--- config.mk ---
export PLATFORM = sky130hd
export DESIGN_NAME = cs_sequencer
export DESIGN_NICKNAME = d
export VERILOG_FILES = /design/src/rtl/cs_seq_pkg.sv /design/src/rtl/cs_sequencer.sv
export SDC_FILE = /design/constraint.sdc
export NUM_CORES = 1
export LEC_CHECK = 0
export ABC_AREA = 1
export BUFFER_PORTS_ARGS = -buffer_cell sky130_fd_sc_hd__buf_4
export CAP_MARGIN = 20
export CORE_AREA = 2 2 200 202
export CTS_BUF_LIST = sky130_fd_sc_hd__clkbuf_2
export CTS_CLUSTER_DIAMETER = 30
export DETAILED_ROUTE_END_ITERATION = 8
export DIE_AREA = 0 0 202 204
export PLACE_DENSITY_LB_ADDON = 0.05
export SLEW_MARGIN = 20
export SYNTH_ARGS = -nofsm -noshare
export SYNTH_HDL_FRONTEND = slang
export SYNTH_SLANG_ARGS = --single-unit
--- constraint.sdc ---
create_clock -name clk -period 3.9 [get_ports clk]
set_input_delay 0.39 -clock clk [delete_from_list [all_inputs] [get_ports clk]]
set_output_delay 0.39 -clock clk [all_outputs]
set_load 0.02 [all_outputs]
--- src/rtl/cs_seq_pkg.sv ---
// cs_seq_pkg: shared definitions for the control-store micro-sequencer.
//   - default control-word and micro-op count widths
//   - position of the micro-op count field inside the control word
//   - sequencer state encoding
package cs_seq_pkg;

   localparam int unsigned CW_W_DEF   = 228;
   localparam int unsigned UCNT_W_DEF = 3;

   // The count field occupies the top UCNT_W bits of the control word.
   localparam int unsigned CNT_MSB_DEF = CW_W_DEF - 1;

   function automatic int unsigned cnt_msb(input int unsigned cw_w);
      return cw_w - 1;
   endfunction

   typedef enum logic [1:0] {
      StIdle,
      StIssue,
      StFault
   } cs_state_e;

endpackage

--- src/rtl/cs_sequencer.sv ---
// cs_sequencer: decode-stage micro-sequencer in front of the external control-store lookup.
// Accepts one instruction's opcode bytes per handshake, drives them to the lookup, latches the
// returned control word and issues it as 1..7 micro-op steps. A zero count field raises a
// one-cycle undefined-opcode fault instead of issuing.
//
// Ports:
//   clk, rst                 clock, synchronous active-high reset
//   flush                    abort current instruction (below rst, above everything else)
//   in_valid/in_ready        opcode byte handshake, bytes on in_b1/in_b2/in_b3
//   cs_b1/cs_b2/cs_b3        bytes to the control-store lookup
//   cs_word                  lookup result, same cycle as cs_b*
//   out_valid/out_ready      micro-op handshake
//   out_cw/out_step/out_last latched control word, step index, final-step flag
//   ud_fault                 one-cycle undefined-opcode pulse
//   busy                     sequencer not idle
//
// Build option: define CS_SEQ_B2B_EN to accept the next instruction in the same cycle as the
// final-step handshake (cnt cycles per instruction instead of cnt+1).
module cs_sequencer
   import cs_seq_pkg::*;
#(
   parameter int unsigned CW_W   = CW_W_DEF,
   parameter int unsigned UCNT_W = UCNT_W_DEF
) (
   input  logic              clk,
   input  logic              rst,
   input  logic              flush,
   input  logic              in_valid,
   output logic              in_ready,
   input  logic [7:0]        in_b1,
   input  logic [7:0]        in_b2,
   input  logic [7:0]        in_b3,
   output logic [7:0]        cs_b1,
   output logic [7:0]        cs_b2,
   output logic [7:0]        cs_b3,
   input  logic [CW_W-1:0]   cs_word,
   output logic              out_valid,
   input  logic              out_ready,
   output logic [CW_W-1:0]   out_cw,
   output logic [UCNT_W-1:0] out_step,
   output logic              out_last,
   output logic              ud_fault,
   output logic              busy
);

`ifdef CS_SEQ_B2B_EN
   localparam bit B2bEn = 1'b1;
`else
   localparam bit B2bEn = 1'b0;
`endif

   localparam int unsigned CntMsb = cnt_msb(CW_W);

   cs_state_e         state_q, state_d;
   logic [7:0]        b1_q, b1_d, b2_q, b2_d, b3_q, b3_d;
   logic [CW_W-1:0]   cw_q, cw_d;
   logic [UCNT_W-1:0] cnt_q, cnt_d;
   logic [UCNT_W-1:0] step_q, step_d;

   logic              last;
   logic              b2b_take;
   logic              use_in;
   logic              accept;
   logic              fire;
   logic [UCNT_W-1:0] in_cnt;

   // Handshake and output decode.
   always_comb begin
      last      = (state_q == StIssue) && (step_q == cnt_q - UCNT_W'(1));
      // Final step completing with nobody flushing: the lookup port is free for a new opcode.
      b2b_take  = B2bEn && last && out_ready && !flush;
      use_in    = (state_q == StIdle) || b2b_take;
      // flush and rst suppress both handshakes so nothing completes in those cycles.
      in_ready  = !rst && !flush && use_in;
      out_valid = !rst && !flush && (state_q == StIssue);
      accept    = in_valid && in_ready;
      fire      = out_valid && out_ready;
      cs_b1     = use_in ? in_b1 : b1_q;
      cs_b2     = use_in ? in_b2 : b2_q;
      cs_b3     = use_in ? in_b3 : b3_q;
      in_cnt    = cs_word[CntMsb -: UCNT_W];
      out_cw    = cw_q;
      out_step  = step_q;
      out_last  = last;
      ud_fault  = (state_q == StFault);
      busy      = (state_q != StIdle);
   end

   // Next-state logic.
   always_comb begin
      state_d = state_q;
      b1_d    = b1_q;
      b2_d    = b2_q;
      b3_d    = b3_q;
      cw_d    = cw_q;
      cnt_d   = cnt_q;
      step_d  = step_q;

      if (flush) begin
         state_d = StIdle;
         step_d  = '0;
      end else begin
         unique case (state_q)
            StIdle: ;
            StIssue: begin
               if (fire) begin
                  if (last) begin
                     state_d = StIdle;
                     step_d  = '0;
                  end else begin
                     step_d = step_q + UCNT_W'(1);
                  end
               end
            end
            StFault: state_d = StIdle;
            default: state_d = StIdle;
         endcase

         // Acceptance overrides the return to idle when back-to-back issue is enabled.
         if (accept) begin
            b1_d    = in_b1;
            b2_d    = in_b2;
            b3_d    = in_b3;
            cw_d    = cs_word;
            cnt_d   = in_cnt;
            step_d  = '0;
            state_d = (in_cnt == '0) ? StFault : StIssue;
         end
      end
   end

   always_ff @(posedge clk) begin
      if (rst) begin
         state_q <= StIdle;
         b1_q    <= '0;
         b2_q    <= '0;
         b3_q    <= '0;
         cw_q    <= '0;
         cnt_q   <= '0;
         step_q  <= '0;
      end else begin
         state_q <= state_d;
         b1_q    <= b1_d;
         b2_q    <= b2_d;
         b3_q    <= b3_d;
         cw_q    <= cw_d;
         cnt_q   <= cnt_d;
         step_q  <= step_d;
      end
   end

endmodule

==> results of run 1 <==
[power by group]
group | switching (W) | internal, W | total [W]
sequential | 0.0000445 | 0.00271 | 0.00276
clock | 0.00123 | 0.000836 | 0.00207
combinational | 0.000477 | 0.000526 | 0.00100
total | 0.00176 | 0.00408 | 0.00583
[cell type report]
| class | instances | area (um2) | area share [%] |
|---|---|---|---|
| antenna | 2 | 5.00 | 0.0297 |
| clock buffer | 111 | 556 | 3.29 |
| clock inverter | 28 | 138 | 0.816 |
| inverter | 38 | 154 | 0.912 |
| multi-input combinational | 819 | 3650 | 21.6 |
| sequential | 257 | 5140 | 30.5 |
| tap | 525 | 657 | 3.89 |
| timing repair buffer | 782 | 6570 | 38.9 |
[routing by layer]
layer  up-vias  track usage, %  part of all wire (%)
li1       5449               -                     -
met1      4890            19.6                    38
met2       369            31.8                    49
met3        87            7.29                   8.9
met4         2            9.53                   4.0
met5         -               0                 0.040
[critical path, delay by kind of cell (launching register included)]
| kind | cells | cell delay [ns] |
|---|---|---|
| buffers and inverters | 4 | 1.50 |
| and+or+nand+nor | 5 | 0.79 |
| DFF | 1 | 0.33 |
| AOI/OAI and AO/OA | 1 | 0.05 |
[how the worst max path moves through the flow]
stage,cells after the start,start,endpoint
CTS,10,state_q[1]$_SDFFE_PP0P_,out_step[0]$_SDFFE_PP0P_
global placement,10,rst,out_step[2]$_SDFFE_PP0P_
finish,10,state_q[1]$_SDFFE_PP0P_,out_step[0]$_SDFFE_PP0P_
global route,10,state_q[1]$_SDFFE_PP0P_,out_step[0]$_SDFFE_PP0P_
floorplan,5,state_q[1]$_SDFFE_PP0P_,cs_b1[0]
detailed placement,9,rst,out_cw[119]$_SDFFE_PP0P_
[state kept, by name, summed over array words and instances (netlist names)]
register,cells
out_cw,228
b1_q,8
b2_q,8
b3_q,8
out_step,3
state_q,2
[cell usage in the layout (no fill, tap or decap)]
master and instances:
buf_4 520, nand2_1 470, dfxtp_1 257, dlygate4sd3_1 257, a21oi_1 234, clkbuf_2 111
o21ai_0 51, inv_1 34, nand2_2 20, a21oi_2 20, clkinv_1 19, nor2_1 7
clkinv_2 6, inv_2 4, buf_12 4, nand3_1 3, diode_2 2, inv_6 2
nand2_4 2, ha_1 2, nor2_2 1, xnor2_1 1, nand3b_1 1, and2_1 1
nor2_4 1, nor3_1 1, or3_1 1, or2_2 1, nand4_1 1, xor2_1 1
bufinv_16 1, buf_6 1
[logic make-up (layout without fill, tap and decap cells)]
| kind of cell | count (synthesis) | count (layout) |
|---|---|---|
| simple gates | 510 | 510 |
| fa+ha+maj | 2 | 2 |
| flops | 257 | 257 |
| xor+xnor | 2 | 2 |
| buf+inv | 126 | 959 |
| other cells | 0 | 2 |
| compound gates | 305 | 305 |
[through the flow]
stage / instance area [um2] / hold WS (ns) / cells / power (W) / utilization [%]
finish: 16900 / 0.147 / 2562 / 0.00583 / 43.1
global route: 16900 / 0.0903 / 2562 / 0.00620 / 43.1
CTS: 16900 / 0.00704 / 2560 / 0.00598 / 43.1
detailed placement: 13600 / 0.439 / 2164 / 0.00361 / 34.7
global placement: 13600 / 0.433 / 2164 / 0.00361 / 34.7
floorplan: 9460 / 0.424 / 1202 / 0.00318 / -
==> impl_metrics.tcl, run 1 <==
set metrics [dict create \
    cts_tree "built" \
    vias 10800 \
    grt-ovfl-total 0 \
    critical-path-max-stage-delay_ns 0.54 \
    ys_top_cells_by_count "nand2_1 (471), dfxtp_1 (257), a21oi_1 (234)" \
    synth_nets 1461 \
    grt_pass1_wl_um 59800 \
    drive_above_1_share_pct 34.1 \
    clk_pin_slew_ns 0.08 \
    crit_path_start_kind "register" \
    synthAdderAreaFrac_pct 0.264 \
    avgViaCountPerCell 4.21 \
    synth.cell_area_mm2 0.00946 \
    synth_area_leaders "dfxtp_1 (54%), nand2_1 (19%), a21oi_1 (12%)" \
    cp_max_fo 78 \
    skew_ns 0.0496 \
    crit_path_cell_trace "nor2_2 -> inv_2 -> nor2_4 -> nand2_4 -> inv_6 -> buf_12 -> nor2_1 -> nand2_1 -> a21oi_1 -> dlygate4sd3_1" \
    clock_sinks 257 \
    ys_seq_elements 257 \
    run_status "completed" \
    die_area_mm2 0.0412 \
    synth-compound-area-share_pct 16.9 \
    vdd_drop_max_mv 0.183 \
    yosysMostFrequentCell "nand2_1" \
    synth-edff-count 0 \
    h-tree-depth 3 \
    worstMarginPinSlew_ns 0.976 \
    ios 517 \
    synthArstFlopShare_pct 0 \
    hold_viol 0 \
    ctsHoldBuffers 257 \
    finalWorstSetupSlack_ns 1.08 \
    ys_types 31 \
    setup_tns_ns 0 \
    drt_first_pass_iters 4 \
    ys_seq_area_share_pct 54.4 \
    core_mm2 0.0392 \
    synth.top_cell.area_share_pct 54.4 \
    rows 73 \
    yosysTopAreaCell "dfxtp_1" \
    grt_pass1_vias 10900 \
    antenna_found_initial 3 \
    r2r_cells 10 \
    synthFlopType "dfxtp_1" \
    max_freq_ghz 0.355 \
    reg2reg_slack_ns 1.08 \
    hpwl_um 26400 \
    wl_per_cell_um 15.5 \
    hold_end "state_q[1]$_SDFFE_PP0P_" \
    port_buffers 516 \
    drc 0 \
    die_h_um 204 \
    finalCritPeriodShare_pct 72.3 \
    cp.arrival_ns 3.62 \
    synth_mux_area_share_pct 0 \
    clock_latency_ns 0.89 \
    grt_max_degree 130 \
    synth_cells 1202 \
    rr_endpoint "out_step[0]$_SDFFE_PP0P_" \
    rr_startpoint "state_q[1]$_SDFFE_PP0P_" \
    critPathKind "register to register" \
    cp-end-kind "register" \
    grt.total_usage_pct 18.5 \
    postCtsSetupBuffers 0 \
    relSlewSlack_pct 34.9 \
    cts_max_path_buffers 3 \
    synth-xor-area-share_pct 0.185 \
    dr.first_iter.drc_count 408 \
    cts-root-buf "clkbuf_2" \
    finalSetupViolCount 0 \
    synth_warnings 0 \
    finalNetCount 2242 \
    syn_avg_cell_area_um2 7.87 \
    min_path_type "input pin to register" \
    cp.required_ns 4.70 \
    area_growth_pct 78.3 \
    maxSlewViolCount 0 \
    gp_congestion 0.788 \
    p_leak_nw 7.37 \
    wl_um 39700 \
    holdPathStages 3 \
    fillers 4181 \
    min_from "in_valid" \
    ctsResizeCount 0 \
    synthSimpleGateAreaFrac_pct 21.1 \
    ant_nets 0 \
    synth_top_family_by_area "simple AND/OR/NAND/NOR gates" \
    initial_utilization_pct 24.1 \
    fp.dieW_um 202 \
    dp_slack_ns 1.23 \
    numCtsBuffers 85 \
    p_per_area_mw_per_mm2 346 \
    cp_slowest_cell "dlygate4sd3_1" \
    maxCapViolCount 0 \
    period_needed_ns 2.82 \
    rsz0062_at_grt "no" \
]
(Power assumes the default switching activity.)
==> run 2, diff against run 1 <==
--- a/config.mk
+++ b/config.mk
@@ -8,11 +8,11 @@
 export ABC_AREA = 1
 export BUFFER_PORTS_ARGS = -buffer_cell sky130_fd_sc_hd__buf_4
 export CAP_MARGIN = 20
-export CORE_AREA = 2 2 200 202
+export CORE_AREA = 2 2 202 204
 export CTS_BUF_LIST = sky130_fd_sc_hd__clkbuf_2
 export CTS_CLUSTER_DIAMETER = 30
 export DETAILED_ROUTE_END_ITERATION = 8
-export DIE_AREA = 0 0 202 204
+export DIE_AREA = 0 0 204 206
 export PLACE_DENSITY_LB_ADDON = 0.05
 export SLEW_MARGIN = 20
 export SYNTH_ARGS = -nofsm -noshare
==> constraint.sdc (replaced) <==
create_clock -name clk -period 2.7 [get_ports clk]
set_input_delay 0.27 -clock clk [delete_from_list [all_inputs] [get_ports clk]]
set_output_delay 0.27 -clock clk [all_outputs]
set_load 0.02 [all_outputs]
==> impl_metrics.tcl, run 2 <==
set metrics [dict create \
    run_status "did not finish" \
    failing_step "clock tree synthesis (4_1_cts)" \
    first-error "[ERROR RSZ-0060] Max buffer count reached." \
    synth_area_leaders "dfxtp_1 (54%), nand2_1 (19%), a21oi_1 (12%)" \
    yosysMostFrequentCell "nand2_1" \
    gp_congestion 0.760 \
    ys_seq_area_share_pct 54.4 \
    rows 74 \
    cts_max_path_buffers 3 \
    ctsResizeCount 1 \
    synth.top_cell.area_share_pct 54.4 \
    synth.cell_area_mm2 0.00946 \
    ys_seq_elements 257 \
    ctsHoldBuffers 465 \
    synth-edff-count 0 \
    yosysTopAreaCell "dfxtp_1" \
    port_buffers 516 \
    initial_utilization_pct 23.5 \
    ys_top_cells_by_count "nand2_1 (471), dfxtp_1 (257), a21oi_1 (234)" \
    syn_avg_cell_area_um2 7.87 \
    synth_cells 1202 \
    placed_area_mm2 0.0136 \
    cts-root-buf "clkbuf_2" \
    hpwl_um 26800 \
    ys_types 31 \
    h-tree-depth 3 \
    die_h_um 206 \
    postCtsSetupBuffers 0 \
    synth_nets 1461 \
    fp.dieW_um 204 \
    clock_sinks 257 \
    synthFlopType "dfxtp_1" \
    synthArstFlopShare_pct 0 \
    ios 517 \
    synth_warnings 0 \
    numCtsBuffers 86 \
]
-- run 2: cell counts after synthesis --
Identical to the previous run, type by type.
-- run 2: logic make-up after synthesis --
logic type | count (synthesis) | synth area share (%)
AOI/OAI and AO/OA | 305 | 16.9
adders and majority gates | 2 | 0.264
and+or+nand+nor | 510 | 21.1
DFF | 257 | 54.4
xor gates and xnor gates | 2 | 0.185
buffers and inverters | 126 | 7.10
-- run 2: stage by stage --
step                      worst slack (ns)  utilization (%)  std cells
after detailed placement             0.639             33.9       2175
after floorplan                       1.10                -       1202
after global placement               0.623             33.9       2175
==> run 3, diff against run 2 <==
--- a/config.mk
+++ b/config.mk
@@ -8,12 +8,10 @@
 export ABC_AREA = 1
 export BUFFER_PORTS_ARGS = -buffer_cell sky130_fd_sc_hd__buf_4
 export CAP_MARGIN = 20
-export CORE_AREA = 2 2 202 204
-export CTS_BUF_LIST = sky130_fd_sc_hd__clkbuf_2
-export CTS_CLUSTER_DIAMETER = 30
+export CORE_AREA = 2 2 198 200
 export DETAILED_ROUTE_END_ITERATION = 8
-export DIE_AREA = 0 0 204 206
-export PLACE_DENSITY_LB_ADDON = 0.05
+export DIE_AREA = 0 0 200 202
+export PLACE_DENSITY_LB_ADDON = 0.15
 export SLEW_MARGIN = 20
 export SYNTH_ARGS = -nofsm -noshare
 export SYNTH_HDL_FRONTEND = slang
==> impl_metrics.tcl, run 3 (synthesized netlist as in run 1, its figures left out) <==
set metrics [dict create \
    cts_tree "built" \
    maxSlewViolCount 0 \
    fillers 3783 \
    vias 10500 \
    die_h_um 202 \
    drt_first_pass_iters 5 \
    cp.required_ns 3.20 \
    rr_endpoint "out_cw[38]$_SDFFE_PP0P_" \
    wl_um 36100 \
    run_status "completed" \
    finalNetCount 2190 \
    avgViaCountPerCell 4.24 \
    h-tree-depth 1 \
    cts_max_path_buffers 3 \
    ios 517 \
    core_mm2 0.0383 \
    numCtsBuffers 30 \
    layout_commonest_cell "buf_4" \
    min_from "in_valid" \
    skew_ns 0.00645 \
    area_growth_pct 81.6 \
    maxCapViolCount 0 \
    wl_per_cell_um 14.6 \
    placed_area_mm2 0.0137 \
    finalCritPeriodShare_pct 84.5 \
    grt_pass1_vias 10400 \
    largest_register_ffs 228 \
    cts-root-buf "clkbuf_16" \
    hold_viol 0 \
    period_needed_ns 2.28 \
    p_per_area_mw_per_mm2 546 \
    cp.arrival_ns 2.78 \
    reg2reg_slack_ns 0.56 \
    antenna_found_initial 0 \
    critPathKind "input pin to register" \
    clock_sinks 257 \
    cp-end-kind "register" \
    drc 0 \
    holdPathStages 4 \
    clock_latency_ns 0.56 \
    fin_area_mm2 0.0172 \
    max_freq_ghz 0.438 \
    min_path_type "input pin to register" \
    ant_nets 0 \
    drive_above_1_share_pct 31.8 \
    grt_max_degree 157 \
    setup_tns_ns 0 \
    grt.total_usage_pct 16.8 \
    hpwl_um 23900 \
    worstMarginPinSlew_ns 0.993 \
    antenna_cells 0 \
    p_leak_nw 7.34 \
    die_area_mm2 0.0404 \
    rows 72 \
    cp_max_fo 156 \
    relSlewSlack_pct 33.8 \
    rr_startpoint "state_q[0]$_SDFFE_PP0P_" \
    crit_path_start_kind "input pin" \
    grt-ovfl-total 0 \
    clk_pin_slew_ns 0.06 \
    r2r_cells 8 \
    grt_pass1_wl_um 54900 \
    dr.first_iter.drc_count 476 \
    rsz0062_at_grt "no" \
    gp_congestion 0.779 \
    postCtsSetupBuffers 0 \
    hold_end "out_cw[204]$_SDFFE_PP0P_" \
    fp.dieW_um 200 \
    vdd_drop_max_mv 0.445 \
    port_buffers 516 \
    finalSetupViolCount 0 \
    initial_utilization_pct 24.7 \
    mostFrequentLayoutCells "buf_4 (521), nand2_1 (470), dfxtp_1 (257)" \
]
[run 3: worst max path at each step]
stage	startpoint	to	slack, ns	depth (start not counted)
after floorplan	state_q[1]$_SDFFE_PP0P_	cs_b1[0]	1.10	5
after global placement	rst	out_cw[1]$_SDFFE_PP0P_	0.68	9
after detailed placement	rst	out_cw[94]$_SDFFE_PP0P_	0.67	9
after CTS	rst	out_cw[38]$_SDFFE_PP0P_	0.46	10
after global routing	rst	out_cw[38]$_SDFFE_PP0P_	0.32	10
final	rst	out_cw[38]$_SDFFE_PP0P_	0.42	10
[run 3: layout make-up]
cell class / instances / area (um2) / area share, %
Clock buffer: 48 / 910 / 5.29
Inverter: 38 / 154 / 0.896
Multi-Input combinational cell: 819 / 3650 / 21.3
Clock inverter: 5 / 50.0 / 0.291
Sequential cell: 257 / 5140 / 29.9
Tap cell: 518 / 648 / 3.77
Timing Repair Buffer: 785 / 6630 / 38.6
[run 3: power breakdown]
| part | switching (W) | total [W] | internal (W) | leakage [nW] |
|---|---|---|---|---|
| Sequential | 0.0000657 | 0.00399 | 0.00393 | 2.09 |
| Clock | 0.00158 | 0.00396 | 0.00237 | 0.474 |
| Combinational | 0.000670 | 0.00144 | 0.000768 | 4.77 |
| Total | 0.00232 | 0.00939 | 0.00707 | 7.34 |
[run 3: metal layers]
layer	part of all wire, %	vias to the layer above	GRT usage, %
li1	-	5309	-
met1	40	4777	19.2
met2	50	327	30.0
met3	7.4	64	4.54
met4	3.4	0	5.66
met5	0	-	0
[run 3: stage by stage]
stage          instances  power [W]  util, %  hold WS (ns)  setup WS (ns)
2_1_floorplan       1202    0.00459        -         0.406           1.10
3_3_place_gp        2161    0.00520     35.7         0.433          0.682
3_5_place_dp        2161    0.00521     35.7         0.436          0.666
4_1_cts             2470    0.00957     44.9        0.0310          0.459
5_1_grt             2470    0.00982     44.9        0.0451          0.321
6_report            2470    0.00939     44.9        0.0761          0.417
[run 3: critical path, cell delays in order]
cell and delay, ns:
dlygate4sd3_1 0.55, buf_6 0.18, inv_6 0.11, nand2_4 0.12, nor2_4 0.05, nand2_4 0.11
buf_12 0.46, nand2_1 0.13, a21oi_1 0.16, dlygate4sd3_1 0.55
[run 3: repair_timing]
| item | in CTS | in global routing |
|---|---|---|
| gates resized for setup | 0 | 0 |
| hold buffers | 256 | 0 |
| endpoints found under the hold margin | 255 | 0 |
